==> src/rtl/capture_readout.sv <==
// capture_readout: streams the sample RAM to the UART TX, two bytes per sample.
// Optional trailing XOR checksum byte when CAPTURE_READOUT_CHECKSUM_EN is defined.
module capture_readout #(
  parameter int ADDR_WIDTH = 9,
  parameter int DATA_WIDTH = 12
) (
  input  logic                  i_clk,
  input  logic                  i_rst_n,
  input  logic                  i_start,
  input  logic [ADDR_WIDTH-1:0] i_start_addr,
  output logic [ADDR_WIDTH-1:0] o_read_address,
  output logic                  o_read_en,
  input  logic [DATA_WIDTH-1:0] i_read_data,
  input  logic                  i_tx_ready,
  output logic [7:0]            o_tx_data,
  output logic                  o_tx_en,
  output logic                  o_busy,
  output logic                  o_done
);

  localparam int CW = ADDR_WIDTH + 1;
  localparam logic [CW-1:0] LAST = {1'b0, {ADDR_WIDTH{1'b1}}};

  typedef enum logic [2:0] {
    S_IDLE,
    S_READ,
    S_LATCH,
    S_SEND_HI,
    S_SEND_LO,
`ifdef CAPTURE_READOUT_CHECKSUM_EN
    S_CHK,
`endif
    S_DONE
  } state_t;

  state_t                  state;
  logic [ADDR_WIDTH-1:0]   addr;
  logic [CW-1:0]           sample_cnt;
  logic [DATA_WIDTH-1:0]   sample_q;
  logic [15:0]             sample_w;
  logic                    tx_ok;
`ifdef CAPTURE_READOUT_CHECKSUM_EN
  logic [7:0]              xor_q;
`endif

  // Sample zero-padded to two bytes; TX ready is blanked the cycle after a pulse
  assign sample_w = 16'(sample_q);
  assign tx_ok    = i_tx_ready && !o_tx_en;

  // Readout sequencer with registered RAM and UART handshake outputs
  always_ff @(posedge i_clk or negedge i_rst_n) begin
    if (!i_rst_n) begin
      state          <= S_IDLE;
      addr           <= '0;
      sample_cnt     <= '0;
      sample_q       <= '0;
      o_read_address <= '0;
      o_read_en      <= 1'b0;
      o_tx_data      <= 8'h00;
      o_tx_en        <= 1'b0;
      o_busy         <= 1'b0;
      o_done         <= 1'b0;
`ifdef CAPTURE_READOUT_CHECKSUM_EN
      xor_q          <= 8'h00;
`endif
    end else begin
      o_read_en <= 1'b0;
      o_tx_en   <= 1'b0;
      o_done    <= 1'b0;
      unique case (state)
        S_IDLE: begin
          if (i_start) begin
            addr           <= i_start_addr;
            sample_cnt     <= '0;
            o_busy         <= 1'b1;
            o_read_en      <= 1'b1;
            o_read_address <= i_start_addr;
`ifdef CAPTURE_READOUT_CHECKSUM_EN
            xor_q          <= 8'h00;
`endif
            state          <= S_READ;
          end
        end
        S_READ: begin
          state <= S_LATCH;
        end
        S_LATCH: begin
          sample_q <= i_read_data;
          state    <= S_SEND_HI;
        end
        S_SEND_HI: begin
          if (tx_ok) begin
            o_tx_en   <= 1'b1;
            o_tx_data <= sample_w[15:8];
`ifdef CAPTURE_READOUT_CHECKSUM_EN
            xor_q     <= xor_q ^ sample_w[15:8];
`endif
            state     <= S_SEND_LO;
          end
        end
        S_SEND_LO: begin
          if (tx_ok) begin
            o_tx_en    <= 1'b1;
            o_tx_data  <= sample_w[7:0];
`ifdef CAPTURE_READOUT_CHECKSUM_EN
            xor_q      <= xor_q ^ sample_w[7:0];
`endif
            addr       <= addr + 1'b1;
            sample_cnt <= sample_cnt + 1'b1;
            if (sample_cnt == LAST) begin
`ifdef CAPTURE_READOUT_CHECKSUM_EN
              state  <= S_CHK;
`else
              o_done <= 1'b1;
              state  <= S_DONE;
`endif
            end else begin
              o_read_en      <= 1'b1;
              o_read_address <= addr + 1'b1;
              state          <= S_READ;
            end
          end
        end
`ifdef CAPTURE_READOUT_CHECKSUM_EN
        S_CHK: begin
          if (tx_ok) begin
            o_tx_en   <= 1'b1;
            o_tx_data <= xor_q;
            o_done    <= 1'b1;
            state     <= S_DONE;
          end
        end
`endif
        S_DONE: begin
          o_busy <= 1'b0;
          state  <= S_IDLE;
        end
        default: begin
          state <= S_IDLE;
        end
      endcase
    end
  end

endmodule

==> config.mk <==
export PLATFORM = sky130hd
export DESIGN_NAME = capture_readout
export DESIGN_NICKNAME = d
export VERILOG_FILES = /design/src/rtl/capture_readout.sv
export SDC_FILE = /design/constraint.sdc
export NUM_CORES = 1
export LEC_CHECK = 0
export BUFFER_PORTS_ARGS = -buffer_cell sky130_fd_sc_hd__buf_4
export CORE_ASPECT_RATIO = 1.5
export CORE_UTILIZATION = 45
export CTS_CLUSTER_DIAMETER = 30
export DETAILED_ROUTE_END_ITERATION = 16
export PLACE_DENSITY = 0.7
export SYNTH_ARGS = -nofsm -noshare
export SYNTH_HDL_FRONTEND = slang
export SYNTH_SLANG_ARGS = --single-unit
==> constraint.sdc <==
create_clock -name i_clk -period 2.9 [get_ports i_clk]
set_input_delay 0.435 -clock i_clk [delete_from_list [all_inputs] [get_ports i_clk]]
set_output_delay 0.435 -clock i_clk [all_outputs]
set_load 0.005 [all_outputs]
==> results.toml <==
[run_status]
status = "finished clean"

[sta]
skew_ns = 0.00490
worst_slew_pin_slew_ns = 0.681
finalSetupViolCount = 0
grt_setup_unrepaired = "false"
fmax_ghz = 0.468
slew_headroom_pct = 54.6
hold_violations = 0
period_minus_slack_ns = 2.13
slew_violations = 0
final.setup.tns_ns = 0
timing.final.crit_share_pct = 73.6

[grt]
track_usage_pct = 19.1
grt_first_pass_wirelength_um = 8990
grt_pass1_vias = 2047
gr-usage-met1_pct = 21.4
grt_busiest_layer = "met2"
grtUsageMet3_pct = 3.47
overflow = 0
grt_start_max_net_pins = 56
grtUsageMet2_pct = 34.7
grt_antenna_before_repair = 0

[power_and_ir_drop]
total_power_mw = 2.83
leakagePower_nw = 1.34
ir_worst_vdd_v = 0.000622
power.density_mw_per_mm2 = 919

[placement]
dp.cells = 354
dp_hpwl_um = 3790
place_congestion = 0.820
io_buffers = 45

[finish]
drive_above_1_share_pct = 28.6
final_common_cell = "dfrtp_1"
final_cells = 360
fill_cells = 536
fin_nets = 318
multiInputGateArea_mm2 = 0.00116
seq_area_mm2 = 0.00138
final_cell_mix = "dfrtp_1, buf_4, nand2_1, mux2_2, nor2_1"
diodes = 0
syn2layout_area_growth_pct = 17.7

[logic_synthesis]
synth_top_area_cell = "dfrtp_1"
netlist_instances = 246
yosysSeqAreaShare_pct = 52.6
async_reset_ff_share_pct = 100
ys_types = 43
synth_seq_cells = 55
syn_avg_cell_area_um2 = 10.6
yosys-top-cells-area = "dfrtp_1, mux2_2, nand2_1, o31ai_1, o21ai_0"
synth.top_cell.area_share_pct = 52.6
synthFlopType = "dfrtp_1"
synth_edf_count = 0
syn_area_mm2 = 0.00262
ys_warn_count = 0
synth.net_count = 273

[routing]
dr_total_vias = 1992
wirelength_um = 5270
detail-route-antenna-nets = 0
drc = 0
viasPerCell = 5.53
first_pass_iters = 4
wl_per_cell_um = 14.6
drt-initial-drc-count = 57

[clock_network]
cts_buffers = 5
cts_resized = 0
cts_root_buf = "clkbuf_8"
clk_pin_slew_ns = 0.09
ctsHoldBuffers = 0
tritoncts = "done"
cts.sinks = 55
post_cts_buffers = 0
cts_buffer_depth = 2
cts_htree_levels = 2
clk_latency_ns = 0.31

[floorplan]
die_h_um = 95.4
num_rows = 33
die_w_um = 64.3
ioPinCount = 46
dieArea_mm2 = 0.00613
initial_core_util_pct = 47.3
core_mm2 = 0.00553

[worst_setup_path]
path_class = "flip-flop to flip-flop"
start_kind = "flip-flop"
crit_fanout = 11
critPathCaptureType = "flip-flop"
arrival_ns = 2.33
worstPathRequired_ns = 3.10

[job]
cap_violations = 0

[worst_hold_path]
hp-class = "input port to asynchronous set/reset pin"
## stage by stage
stage	hold WS [ns]	setup WS [ns]	utilization (%)	area (um^2)
2_1_floorplan	0.139	1.03	-	2620
5_1_grt	0.232	0.677	55.7	3080
6_report	0.156	0.765	55.7	3080
4_1_cts	0.189	0.773	55.7	3080
3_5_place_dp	0.485	0.777	54.3	3010
3_3_place_gp	0.481	0.810	54.3	3010
## worst max-delay path, stage by stage, from the launching register on
cell	delay [ns]
dfrtp_1	0.52
or4b_2	0.86
and2_4	0.23
inv_4	0.08
mux2_2	0.33
## cell families after synthesis
group | share of synthesized area, %
and+or+nand+nor | 18.0
AOI/OAI and AO/OA | 15.6
DFF | 52.6
muxes | 7.74
buffers and inverters | 3.11
xor gates and xnor gates | 2.01
adders and majority gates | 0.956
## layer usage
layer	part of all wire, %	wire [um]
met5	0	0
met4	3.0	158
met3	3.3	175
met2	53	2780
met1	41	2160
## cell type report
| type | instances | share of cell area, % |
|---|---|---|
| clock buffers | 5 | 2.23 |
| clock inverters | 1 | 0.244 |
| inverters | 7 | 0.934 |
| multi-input cells | 175 | 37.6 |
| flip-flops and latches | 55 | 44.7 |
| well taps | 70 | 2.84 |
| repair buffers | 47 | 11.4 |
## sequential cells by signal, summed over array words and instances, names as in the netlist
signal	flops
sample_q	12
sample_cnt	10
addr	9
o_read_address	9
o_tx_data	8
state	3
o_busy	1
o_done	1
o_read_en	1
o_tx_en	1
## worst paths after layout
check | start | depth (start not counted) | slack, ns | end
min in group i_clk | i_read_data[11] | 2 | 0.36 | sample_q[11]
max in group asynchronous | i_rst_n | 1 | 2.29 | o_read_address[0]
worst max-delay path | state[1] | 4 | 0.77 | o_read_address[1]
worst min-delay path | i_rst_n | 1 | 0.16 | sample_q[7]
worst min register to register | sample_q[5] | 1 | 0.51 | o_tx_data[5]
worst max register to register | state[1] | 4 | 0.77 | o_read_address[1]
## synthesized netlist by cell type (3+ instances only)
cell,count
nor2_1,16
or4_1,3
nand2_1,29
buf_2,3
clkbuf_1,4
a31oi_1,7
o21ai_0,13
xnor2_1,5
mux2_2,17
nor3_1,11
inv_1,5
dfrtp_1,55
nand4_1,4
o21a_1,5
a21oi_1,11
o31ai_1,11
nand3_1,11
a22o_1,6
## power by group
part,total [mW],internal (mW),switching (mW)
registers,1.36,1.08,0.278
logic,1.07,0.575,0.497
clock network,0.398,0.161,0.237
No activity file was read; power rests on OpenSTA's default activity.
